**config.mk**
```make
export PLATFORM = sky130hd
export DESIGN_NAME = seq_control_unit
export DESIGN_NICKNAME = d
export VERILOG_FILES = /design/src/rtl/spartan_isa_pkg.sv /design/src/rtl/isa_decoder.sv /design/src/rtl/seq_control_unit.sv
export SDC_FILE = /design/constraint.sdc
export NUM_CORES = 1
export LEC_CHECK = 0
export ABC_AREA = 1
export CAP_MARGIN = 30
export CORE_ASPECT_RATIO = 1.5
export CORE_MARGIN = 2
export CORE_UTILIZATION = 25
export DETAILED_ROUTE_END_ITERATION = 16
export SETUP_SLACK_MARGIN = 0.3
export SYNTH_ARGS = -nofsm -noshare
export SYNTH_HDL_FRONTEND = slang
export SYNTH_SLANG_ARGS = --single-unit
export TNS_END_PERCENT = 50
```
**constraint.sdc**
```tcl
create_clock -name clk -period 1.9 [get_ports clk]
set_clock_uncertainty 0.05 [all_clocks]
set_input_delay 0.475 -clock clk [delete_from_list [all_inputs] [get_ports clk]]
set_output_delay 0.475 -clock clk [all_outputs]
set_load 0.005 [all_outputs]
```
**src/rtl/spartan_isa_pkg.sv**
```systemverilog
// Shared Spartan ISA definitions: opcode encodings, sequencer states,
// decoded-instruction and strobe payloads.
package spartan_isa_pkg;

  localparam int unsigned INSTR_W = 16;
  localparam int unsigned OPC_W   = 4;

  // 3-operand opcodes, instr[15:12]
  localparam logic [OPC_W-1:0] OP_ADD  = 4'h1;
  localparam logic [OPC_W-1:0] OP_SUB  = 4'h2;
  localparam logic [OPC_W-1:0] OP_MUL  = 4'h3;
  localparam logic [OPC_W-1:0] OP_DIV  = 4'h4;
  localparam logic [OPC_W-1:0] OP_AND  = 4'h5;
  localparam logic [OPC_W-1:0] OP_OR   = 4'h6;
  localparam logic [OPC_W-1:0] OP_XOR  = 4'h7;
  localparam logic [OPC_W-1:0] OP_SHR  = 4'h8;
  localparam logic [OPC_W-1:0] OP_SHL  = 4'h9;
  localparam logic [OPC_W-1:0] OP_LDU  = 4'hA;
  localparam logic [OPC_W-1:0] OP_LDL  = 4'hB;
  localparam logic [OPC_W-1:0] OP_PFX2 = 4'hF;

  // 2-operand opcodes, instr[11:8] under OP_PFX2
  localparam logic [OPC_W-1:0] OP2_STI  = 4'h0;
  localparam logic [OPC_W-1:0] OP2_DLD  = 4'h1;
  localparam logic [OPC_W-1:0] OP2_CAL  = 4'h2;
  localparam logic [OPC_W-1:0] OP2_JMP  = 4'h3;
  localparam logic [OPC_W-1:0] OP2_PFX1 = 4'hF;

  // 1-operand prefix instr[7:4], 0-operand opcodes instr[3:0]
  localparam logic [OPC_W-1:0] OP1_PFX0 = 4'hF;
  localparam logic [OPC_W-1:0] OP0_RIT  = 4'h1;
  localparam logic [OPC_W-1:0] OP0_NOP  = 4'hF;

  localparam int unsigned FLAG_EQ = 0;
  localparam int unsigned FLAG_GT = 1;

  typedef enum logic [3:0] {
    ST_FLUSH, ST_FETCH, ST_DECODE, ST_WB_UPPER, ST_WB_LOWER,
    ST_WB_ALU, ST_WB_ALU2, ST_WB_MEM, ST_IRQ_ENTRY, ST_HALT
  } state_t;

  typedef enum logic [3:0] {
    CLS_ILL, CLS_ALU, CLS_LDU, CLS_LDL, CLS_JMP,
    CLS_STI, CLS_DLD, CLS_CAL, CLS_RIT, CLS_NOP
  } cls_t;

  typedef struct packed {
    cls_t             cls;
    logic [OPC_W-1:0] op;
    logic [3:0]       f_hi;   // instr[11:8]
    logic [3:0]       f_mid;  // instr[7:4]
    logic [3:0]       f_lo;   // instr[3:0]
  } dec_t;

  typedef struct packed {
    logic i_req;
    logic irq_ack;
    logic pc_inc;
    logic pc_load;
    logic pc_push;
    logic ret_save;
    logic ret_restore;
    logic reg3_we_u;
    logic reg3_we_l;
    logic reg4_we;
    logic lu_push;
    logic lu_push_high;
    logic d_read;
    logic d_write;
    logic d_push;
    logic imm_oe;
  } strobe_t;

endpackage

```
**src/rtl/isa_decoder.sv**
```systemverilog
// Combinational field split and legality/class decode of one instruction word.
module isa_decoder
  import spartan_isa_pkg::*;
#(
  parameter bit IRQ_EN = 1'b1
) (
  input  logic [INSTR_W-1:0] instr,
  output dec_t               dec_c
);

  always_comb begin
    dec_c.op    = instr[15:12];
    dec_c.f_hi  = instr[11:8];
    dec_c.f_mid = instr[7:4];
    dec_c.f_lo  = instr[3:0];
    dec_c.cls   = CLS_ILL;
    if (instr[15:12] >= OP_ADD && instr[15:12] <= OP_SHL) begin
      dec_c.cls = CLS_ALU;
    end else if (instr[15:12] == OP_LDU) begin
      dec_c.cls = CLS_LDU;
    end else if (instr[15:12] == OP_LDL) begin
      dec_c.cls = CLS_LDL;
    end else if (instr[15:12] == OP_PFX2) begin
      case (instr[11:8])
        OP2_STI: dec_c.cls = CLS_STI;
        OP2_DLD: dec_c.cls = CLS_DLD;
        OP2_CAL: dec_c.cls = CLS_CAL;
        OP2_JMP: dec_c.cls = CLS_JMP;
        OP2_PFX1: begin
          // rit only exists when interrupt entry is built in
          if (instr[7:4] == OP1_PFX0) begin
            if (instr[3:0] == OP0_NOP)               dec_c.cls = CLS_NOP;
            else if (instr[3:0] == OP0_RIT && IRQ_EN) dec_c.cls = CLS_RIT;
          end
        end
        default: dec_c.cls = CLS_ILL;
      endcase
    end
  end

endmodule

```
**src/rtl/seq_control_unit.sv**
```systemverilog
// Spartan multi-cycle sequencer: fetch handshake, decode, write-back strobes,
// interrupt entry/return and sticky illegal-opcode halt.
module seq_control_unit
  import spartan_isa_pkg::*;
#(
  parameter int unsigned DATA_W = 16,
  parameter int unsigned REG_AW = 4,
  parameter bit          IRQ_EN = 1'b1
) (
  input  logic              clk,
  input  logic              rst_n,
  output logic              i_req,
  input  logic              i_ack,
  input  logic [15:0]       i_data,
  input  logic [DATA_W-1:0] flags,
  input  logic              irq,
  output logic              irq_ack,
  output logic              pc_inc,
  output logic              pc_load,
  output logic              pc_push,
  output logic              ret_save,
  output logic              ret_restore,
  output logic [REG_AW-1:0] reg1_addr,
  output logic [REG_AW-1:0] reg2_addr,
  output logic [REG_AW-1:0] reg3_addr,
  output logic [REG_AW-1:0] reg4_addr,
  output logic              reg3_we_u,
  output logic              reg3_we_l,
  output logic              reg4_we,
  output logic [3:0]        lu_op,
  output logic              lu_push,
  output logic              lu_push_high,
  output logic              d_read,
  output logic              d_write,
  output logic              d_push,
  output logic [DATA_W-1:0] imm,
  output logic              imm_oe,
  output logic              irq_masked,
  output logic              halted,
  output logic              illegal
);

  state_t            state, state_n;
  strobe_t           strb, strb_c;
  logic [15:0]       ir, ir_n;
  logic [REG_AW-1:0] reg1_n, reg2_n, reg3_n, reg4_n;
  logic [3:0]        lu_op_n;
  logic [DATA_W-1:0] imm_n;
  logic              mask_n, halted_n, illegal_n;
  dec_t              dec_c;
  logic              jmp_take_c;
  logic              unused_flags_c;

  isa_decoder #(.IRQ_EN(IRQ_EN)) u_dec (.instr(ir), .dec_c(dec_c));

  // condition bits instr[6:4] select eq / not-greater / greater
  assign jmp_take_c = (dec_c.f_mid[0] &  flags[FLAG_EQ])
                    | (dec_c.f_mid[1] & ~flags[FLAG_GT])
                    | (dec_c.f_mid[2] &  flags[FLAG_GT]);
  assign unused_flags_c = ^flags[DATA_W-1:2];

  always_ff @(posedge clk or negedge rst_n) begin
    if (!rst_n) state <= ST_FLUSH;
    else        state <= state_n;
  end

  always_comb begin
    state_n   = state;
    strb_c    = '0;
    ir_n      = ir;
    reg1_n    = reg1_addr;
    reg2_n    = reg2_addr;
    reg3_n    = reg3_addr;
    reg4_n    = reg4_addr;
    lu_op_n   = lu_op;
    imm_n     = imm;
    mask_n    = irq_masked;
    halted_n  = halted;
    illegal_n = illegal;
    case (state)
      ST_FLUSH: state_n = ST_FETCH;
      ST_FETCH: begin
        if (i_ack && strb.i_req) begin
          ir_n          = i_data;
          strb_c.pc_inc = 1'b1;
          state_n       = ST_DECODE;
        end
      end
      ST_DECODE: begin
        lu_op_n = '0;
        case (dec_c.cls)
          CLS_ALU: begin
            reg1_n  = REG_AW'(dec_c.f_mid);
            reg2_n  = REG_AW'(dec_c.f_lo);
            reg3_n  = REG_AW'(dec_c.f_hi);
            lu_op_n = dec_c.op;
            state_n = ST_WB_ALU;
          end
          CLS_LDU: begin
            reg3_n  = REG_AW'(dec_c.f_hi);
            imm_n   = {dec_c.f_mid, dec_c.f_lo, {(DATA_W-8){1'b0}}};
            state_n = ST_WB_UPPER;
          end
          CLS_LDL: begin
            reg3_n  = REG_AW'(dec_c.f_hi);
            imm_n   = DATA_W'({dec_c.f_mid, dec_c.f_lo});
            state_n = ST_WB_LOWER;
          end
          CLS_JMP: begin
            reg1_n         = REG_AW'(dec_c.f_lo);
            strb_c.pc_load = jmp_take_c;
            state_n        = ST_FLUSH;
          end
          CLS_STI: begin
            reg1_n         = REG_AW'(dec_c.f_mid);
            reg2_n         = REG_AW'(dec_c.f_lo);
            reg4_n         = REG_AW'(dec_c.f_lo);
            strb_c.d_write = 1'b1;
            state_n        = ST_WB_ALU2;
          end
          CLS_DLD: begin
            // pointer is pre-decremented, then the read addresses through reg2
            reg2_n         = REG_AW'(dec_c.f_mid);
            reg4_n         = REG_AW'(dec_c.f_mid);
            reg3_n         = REG_AW'(dec_c.f_lo);
            strb_c.reg4_we = 1'b1;
            state_n        = ST_WB_MEM;
          end
          CLS_CAL: begin
            reg1_n           = REG_AW'(dec_c.f_mid);
            reg3_n           = REG_AW'(dec_c.f_lo);
            strb_c.pc_push   = 1'b1;
            strb_c.reg3_we_u = 1'b1;
            strb_c.reg3_we_l = 1'b1;
            strb_c.pc_load   = 1'b1;
            state_n          = ST_FLUSH;
          end
          CLS_RIT: begin
            strb_c.ret_restore = 1'b1;
            mask_n             = 1'b0;
            state_n            = ST_FLUSH;
          end
          CLS_NOP: state_n = ST_FETCH;
          default: begin
            illegal_n = 1'b1;
            halted_n  = 1'b1;
            state_n   = ST_HALT;
          end
        endcase
      end
      ST_WB_UPPER: begin
        strb_c.imm_oe    = 1'b1;
        strb_c.reg3_we_u = 1'b1;
        state_n          = ST_FETCH;
      end
      ST_WB_LOWER: begin
        strb_c.imm_oe    = 1'b1;
        strb_c.reg3_we_l = 1'b1;
        state_n          = ST_FETCH;
      end
      ST_WB_ALU: begin
        strb_c.lu_push   = 1'b1;
        strb_c.reg3_we_u = 1'b1;
        strb_c.reg3_we_l = 1'b1;
        state_n          = ST_FETCH;
      end
      ST_WB_ALU2: begin
        strb_c.reg4_we = 1'b1;
        state_n        = ST_FETCH;
      end
      ST_WB_MEM: begin
        strb_c.d_read    = 1'b1;
        strb_c.d_push    = 1'b1;
        strb_c.reg3_we_u = 1'b1;
        strb_c.reg3_we_l = 1'b1;
        state_n          = ST_FETCH;
      end
      ST_IRQ_ENTRY: begin
        strb_c.ret_save = 1'b1;
        strb_c.pc_load  = 1'b1;
        strb_c.irq_ack  = IRQ_EN;
        mask_n          = 1'b1;
        state_n         = ST_FLUSH;
      end
      ST_HALT: state_n = ST_HALT;
      default: state_n = ST_FLUSH;
    endcase
    // irq is only sampled on the way into FETCH
    if (state_n == ST_FETCH && state != ST_FETCH && IRQ_EN && irq && !irq_masked)
      state_n = ST_IRQ_ENTRY;
    strb_c.i_req = (state_n == ST_FETCH);
  end

  always_ff @(posedge clk or negedge rst_n) begin
    if (!rst_n) begin
      strb       <= '0;
      ir         <= '0;
      reg1_addr  <= '0;
      reg2_addr  <= '0;
      reg3_addr  <= '0;
      reg4_addr  <= '0;
      lu_op      <= '0;
      imm        <= '0;
      irq_masked <= 1'b0;
      halted     <= 1'b0;
      illegal    <= 1'b0;
    end else begin
      strb       <= strb_c;
      ir         <= ir_n;
      reg1_addr  <= reg1_n;
      reg2_addr  <= reg2_n;
      reg3_addr  <= reg3_n;
      reg4_addr  <= reg4_n;
      lu_op      <= lu_op_n;
      imm        <= imm_n;
      irq_masked <= mask_n;
      halted     <= halted_n;
      illegal    <= illegal_n;
    end
  end

  assign i_req        = strb.i_req;
  assign irq_ack      = strb.irq_ack;
  assign pc_inc       = strb.pc_inc;
  assign pc_load      = strb.pc_load;
  assign pc_push      = strb.pc_push;
  assign ret_save     = strb.ret_save;
  assign ret_restore  = strb.ret_restore;
  assign reg3_we_u    = strb.reg3_we_u;
  assign reg3_we_l    = strb.reg3_we_l;
  assign reg4_we      = strb.reg4_we;
  assign lu_push      = strb.lu_push;
  assign lu_push_high = strb.lu_push_high;
  assign d_read       = strb.d_read;
  assign d_write      = strb.d_write;
  assign d_push       = strb.d_push;
  assign imm_oe       = strb.imm_oe;

endmodule

```
Yosys cells after proc, flatten, opt, wreduce, memory -nomap -nowiden
Cells that the tools add are included.
{"block": "word_totals", "regBits": 71, "wordCells": 135, "input_bits": 36, "output_inout_bits": 55}
{"block": "op_classes", "muxes": 39, "n_eq_ne": 32, "n_reduce_logical": 32, "magnitude_cmp": 2, "bitwise": 7}
{"op": "$eq A4 B4 Y1 const B", "count": 10}
{"op": "$mux W4", "count": 10}
{"op": "$eq A4 B3 Y1 const B", "count": 8}
{"op": "$pmux W16 S2", "count": 1}
{"op": "$pmux W4 S2", "count": 4}
{"op": "$pmux W4 S7", "count": 1}
{"op": "$eq A4 B1 Y1 const B", "count": 6}
{"op": "$eq A4 B2 Y1 const B", "count": 6}
{"op": "$pmux W4 S5", "count": 1}
{"op": "$pmux W4 S4", "count": 1}
{"op": "$reduce_and A2 Y1", "count": 8}
{"op": "$reduce_or A3 Y1", "count": 5}
{"op": "$mux W1", "count": 14}
{"op": "$pmux W1 S2", "count": 6}
{"op": "$reduce_bool A2 Y1", "count": 6}
{"op": "$reduce_or A9 Y1", "count": 1}
{"op": "$logic_not A4 Y1", "count": 2}
{"op": "$reduce_or A2 Y1", "count": 3}
{"op": "$reduce_or A6 Y1", "count": 1}
{"op": "$logic_and A1 B1 Y1", "count": 5}
{"op": "$ge A4 B1 Y1 const B", "count": 1}
{"op": "$le A4 B4 Y1 const B", "count": 1}
{"op": "$ne A4 B1 Y1 const B", "count": 1}
{"op": "$and A1 B1 Y1", "count": 3}
{"op": "other kinds (5)", "count": 7}

Depth between registers and ports, before layout
{"block": "depth", "ltp_word": 19, "ltp_mapped": 12, "mapped_depth_nobuf": 11}

Cells and area by module
Synthesis repeated with hierarchy kept, for this count alone.
{"block": "unflattened", "cells_unflattened": 397, "area_unflattened_um2": 3338.2}
{"module": "seq_control_unit", "area_per_inst_um2": 3055.4, "seq_area_each_um2": 1776.7, "cells_each": 345, "instances": 1}
{"module": "isa_decoder", "area_per_inst_um2": 282.8, "seq_area_each_um2": 0.0, "cells_each": 52, "instances": 1}

Worst setup path after synthesis
OpenSTA, ideal clock, no wires.
{"block": "synth_timing", "path_type": "flip-flop to flip-flop", "startpoint": "reg ir[15]", "endpoint": "reg state[0]", "setup_ns": 0.119, "path_slack_ns": 0.237, "t_required_ns": 1.731, "n_path_buf": 0, "arrival_time_ns": 1.494, "period_less_slack_ns": 1.663, "stages_incl_launch_ff": 11, "cell_sequence": "dfrtp_1 > nand2_2 > nor2_4 > nand2_4 > nor3_4 > nor2_2 > nand3_2 > nand3_4 > nor2_4 > nand3_2 > and2_1"}
{"block": "synth_via", "elab_chain_cells": 14, "word_cells_on_any_way": 27, "classes_between": "order compare: 2; eq/ne: 13; mux: 7; reduce/logical: 5"}
{"element": "start, declared", "line": "seq_control_unit.sv:45", "rtl": "logic [15:0] ir, ir_n;"}
{"element": "start signal, assigned", "line": "seq_control_unit.sv:209", "rtl": "ir <= ir_n;"}
{"element": "$eq A4 B4 Y1", "line": "isa_decoder.sv:23", "rtl": "end else if (instr[15:12] == OP_PFX2) begin"}
{"element": "$mux W4", "line": "isa_decoder.sv:23"}
{"element": "$mux W4", "line": "isa_decoder.sv:21", "rtl": "end else if (instr[15:12] == OP_LDL) begin"}
{"element": "$mux W4", "line": "isa_decoder.sv:19", "rtl": "end else if (instr[15:12] == OP_LDU) begin"}
{"element": "$mux W4 *", "line": "isa_decoder.sv:17", "rtl": "if (instr[15:12] >= OP_ADD && instr[15:12] <= OP_SHL) begin"}
{"element": "$eq A4 B3 Y1 or $eq A4 B4 Y1 (tied branches)", "line": "seq_control_unit.sv:91", "rtl": "case (dec_c.cls)"}
{"element": "$reduce_or A3 Y1 (no source line)"}
{"element": "$pmux W4 S7 *", "line": "seq_control_unit.sv:91"}
{"element": "$pmux W4 S4 *", "line": "seq_control_unit.sv:80", "rtl": "case (state)"}
{"element": "$eq A4 B1 Y1", "line": "seq_control_unit.sv:189", "rtl": "if (state_n == ST_FETCH && state != ST_FETCH && IRQ_EN && irq && !irq_masked)"}
{"element": "$logic_and A1 B1 Y1 (3 in a row)", "line": "seq_control_unit.sv:189"}
{"element": "$mux W4 *", "line": "seq_control_unit.sv:189"}
{"element": "named net state_n[0]", "line": "seq_control_unit.sv:43", "rtl": "state_t state, state_n;"}
{"element": "end signal, assigned", "line": "seq_control_unit.sv:64", "rtl": "else state <= state_n;"}
{"element": "end, declared", "line": "seq_control_unit.sv:43"}
The timed path passes the listed nets; every way through them passes the cells marked *.
A chain may end at the register's enable or synchronous reset.

Worst setup path after layout
{"block": "layout_timing", "startpoint": "reg ir[13]", "endpoint": "reg state[0]"}
Same word-level chain as after synthesis.

==> out/metrics.csv <==
stage;metric;value;unit
finish;layout.nets;517;
floorplan;rows;50;
finish;n_antenna_cell;0;
finish;nFillCells;1261;
grt;grt_pass1_wl;14060;um
power;switching_share;37.81;%
drt;routed_via_density;4.509;
critical_path;crit_path_frequent_cell;nor2_4;
critical_path;max_stage_delay;0.40;ns
critical_path;cp-start-kind;flop;
logic_synthesis;syn-num-nets;399;
grt;grt_pass1_vias;2900;
drt;dr.first_iter.drc_count;186;
logic_synthesis;synth_edf_count;0;
finish;layout_commonest_cell;nand2_1;
critical_path;crit_chain;nand2_2 -> nor2_4 -> nand2_4 -> nor3_4 -> buf_12 -> nor2_4 -> nand3_4 -> nand3_4 -> nor2_4 -> nand3_2 -> and2_1;
power;p_sw;2.691;mW
critical_path;critPathMaxFanout;5;
critical_path;path_class;flop to flop;
critical_path;cp_num_buf_inv;1;
timing;setup_viol;0;
grt;grt_max_degree;72;
critical_path;r2r_end;state[0];
logic_synthesis;synthArstFlopShare;100.0;%
floorplan;die_y;142.5;um
power;combPwrFrac;43.7;%
placement;place_inst;602;
timing;fin_setup_tns;0;ns
logic_synthesis;synth_seq_cells;71;
clock_tree;holdBufCountCts;0;
critical_path;cp-end-kind;flop;
clock_tree;clkLatencyLatePin;0.34;ns
logic_synthesis;ys_types;35;
floorplan;io_pins;91;
placement;globalplace.congestion;0.8067;
floorplan;start_util;25.54;%
placement;hpwl;6404;um
power;p_int;4.426;mW
timing;clock.fmax;549.8;MHz
drt;drc;0;
finish;area_growth;52.11;%
grt;overflow;0;
logic_synthesis;syn-cell-area;0.003196;mm2
power;p_leak;2.380;nW
drt;drtAntennaViolNets;0;
clock_tree;clockBufferDepth;2;
drt;drt_wl_total;9052;um
critical_path;reg2reg_slack;0.08;ns
logic_synthesis;ys_warn_count;0;
critical_path;worst_ep_arrival_time;2.00;ns
clock_tree;clk_pin_slew_worst_paths;0.05;ns
critical_path;r2r_start;ir[13];
clock_tree;cts-buffers-inserted;9;
timing;drv_slew;0;
finish;drive_gt1_share;24.33;%
finish;final_cell_mix;nand2_1, dfrtp_1, o21ai_0;
logic_synthesis;syn_inst;363;
timing;fin_crit;1.819;ns
clock_tree;cts_tree;built;
power;seq_power_share;35.1;%
clock_tree;cts_root_buffer;clkbuf_16;
finish;seqCellArea;0.001783;mm2
power;powerDensity;1464;mW/mm2
finish;stdcell_count;641;
drt;wl_per_cell;14.12;um
clock_tree;clock-sinks;71;
critical_path;slowest_stage;dfrtp_1;
floorplan;fp.dieW;96.31;um
critical_path;critical_path.top_delay_family;simple AND/OR/NAND/NOR gates;
worst_hold_path;hold_path_class;input pin to async pin;
floorplan;die-area;0.01372;mm2
flow_run;max-cap-violations;0;
outcome;status;completed;
timing;hold_violations;0;
clock_tree;h-tree-depth;3;
timing;rsz0062_at_grt;yes;
critical_path;rr_worst_depth;11;
floorplan;core;0.01251;mm2
power;peakVddDrop;0.5022;mV
drt;num_vias;2890;
logic_synthesis;syn_avg_cell_area;8.803;um2
power;clkPwrFrac;21.2;%
drt;firstDrtPassIters;4;
timing;period_share;95.73;%
finish;multi_input_area;0.001396;mm2
grt;grt_usage;13.63;%
critical_path;required;2.08;ns
logic_synthesis;synth-main-ff-cell;dfrtp_1;
grt;antenna_found_initial;0;
logic_synthesis;ys_seq_area_share;55.60;%
placement;io_buffers;75;
[power groups by stage]
stage	logic (mW)	clock network, mW	registers (mW)
floorplan	1.41	0	2.44
global placement	2.74	0	2.49
detailed placement	2.79	0	2.50
CTS	2.90	1.53	2.46
global route	3.46	1.61	2.57
finish	3.11	1.51	2.49
[worst max-delay path by stage]
stage | startpoint | end | cells after the start
after floorplan | ir[15] | state[0] | 10
after global placement | i_ack | ir[13] | 6
after detailed placement | i_ack | ir[15] | 7
after CTS | ir[15] | state[0] | 11
after global routing | ir[13] | state[0] | 11
final | ir[13] | state[0] | 11
[per-stage QoR]
stage / worst slack [ns] / power [mW] / utilization (%) / area (um2) / hold WS [ns]
after detailed placement: -0.1013 / 5.292 / 33.81 / 4230 / 0.4237
final: 0.08122 / 7.117 / 38.85 / 4861 / 0.09544
after floorplan: 0.2375 / 3.846 / - / 3196 / 0.1294
after global routing: 0.006517 / 7.638 / 38.85 / 4861 / 0.1299
after global placement: -0.07534 / 5.221 / 33.81 / 4230 / 0.4200
after CTS: 0.1010 / 6.894 / 37.40 / 4679 / 0.1239
[worst reg2reg max path: stages (launching register included)]
cell	delay (ns)
dfrtp_1	0.40
nand2_2	0.09
nor2_4	0.17
nand2_4	0.07
nor3_4	0.15
buf_12	0.15
nor2_4	0.06
nand3_4	0.10
nand3_4	0.09
nor2_4	0.14
nand3_2	0.07
and2_1	0.16
[layer usage]
metal  routed length (um)  GRT usage, %
met5                    0             0
met4                  264         7.784
met3                  449         3.496
met2                 4739         22.44
met1                 3598         15.77
[cell usage after synthesis (2+ instances only)]
cell       n  share of area, %
nand2_1   87                10
dfrtp_1   71                56
o21ai_0   47               7.4
nor2_1    34               4.0
inv_1     31               3.6
nand3_1   17               2.7
nand4_1    8               1.6
o21ai_1    8               1.3
a31oi_1    6               1.2
inv_2      6              0.70
buf_2      4              0.63
buf_4      4              0.94
clkbuf_1   4              0.47
nand2_2    4              0.78
nand3_2    4               1.3
a21oi_1    3              0.47
nor2_2     3              0.59
nor2_4     2              0.70
nor3_2     2              0.63
o211ai_1   2              0.47
o31ai_1    2              0.47
[final cells by class]
cell class / instances / share of cell area, %
Clock inverter: 1 / 0.1030
Tap cell: 156 / 4.015
Clock buffer: 14 / 5.225
Sequential cell: 71 / 36.68
Inverter: 37 / 2.909
Multi-Input combinational cell: 242 / 28.73
Timing Repair Buffer: 120 / 22.34
[cell families after synthesis]
logic type             after synthesis  share of synthesized area, %
other                                1                        0.1174
AO/OA/AOI/OAI                       72                         12.45
buffers and inverters               50                         6.734
AND/OR/NAND/NOR                    169                         25.10
flip-flops                          71                         55.60
[what timing repair did]
| item | CTS | global route |
|---|---|---|
| hold endpoints to repair | 0 | 0 |
| setup buffers | 16 | 8 |
| pin swaps | 14 | 24 |
| gates resized for setup | 58 | 36 |
| endpoints found under the setup margin | 112 | 82 |
[registers in the layout, summed over array words and instances, names as in the netlist, 4 cells and up]
| name | cells |
|---|---|
| imm | 16 |
| ir | 16 |
| lu_op | 4 |
| reg1_addr | 4 |
| reg2_addr | 4 |
| reg3_addr | 4 |
| reg4_addr | 4 |
| state | 4 |
(Power assumes the default switching activity.)
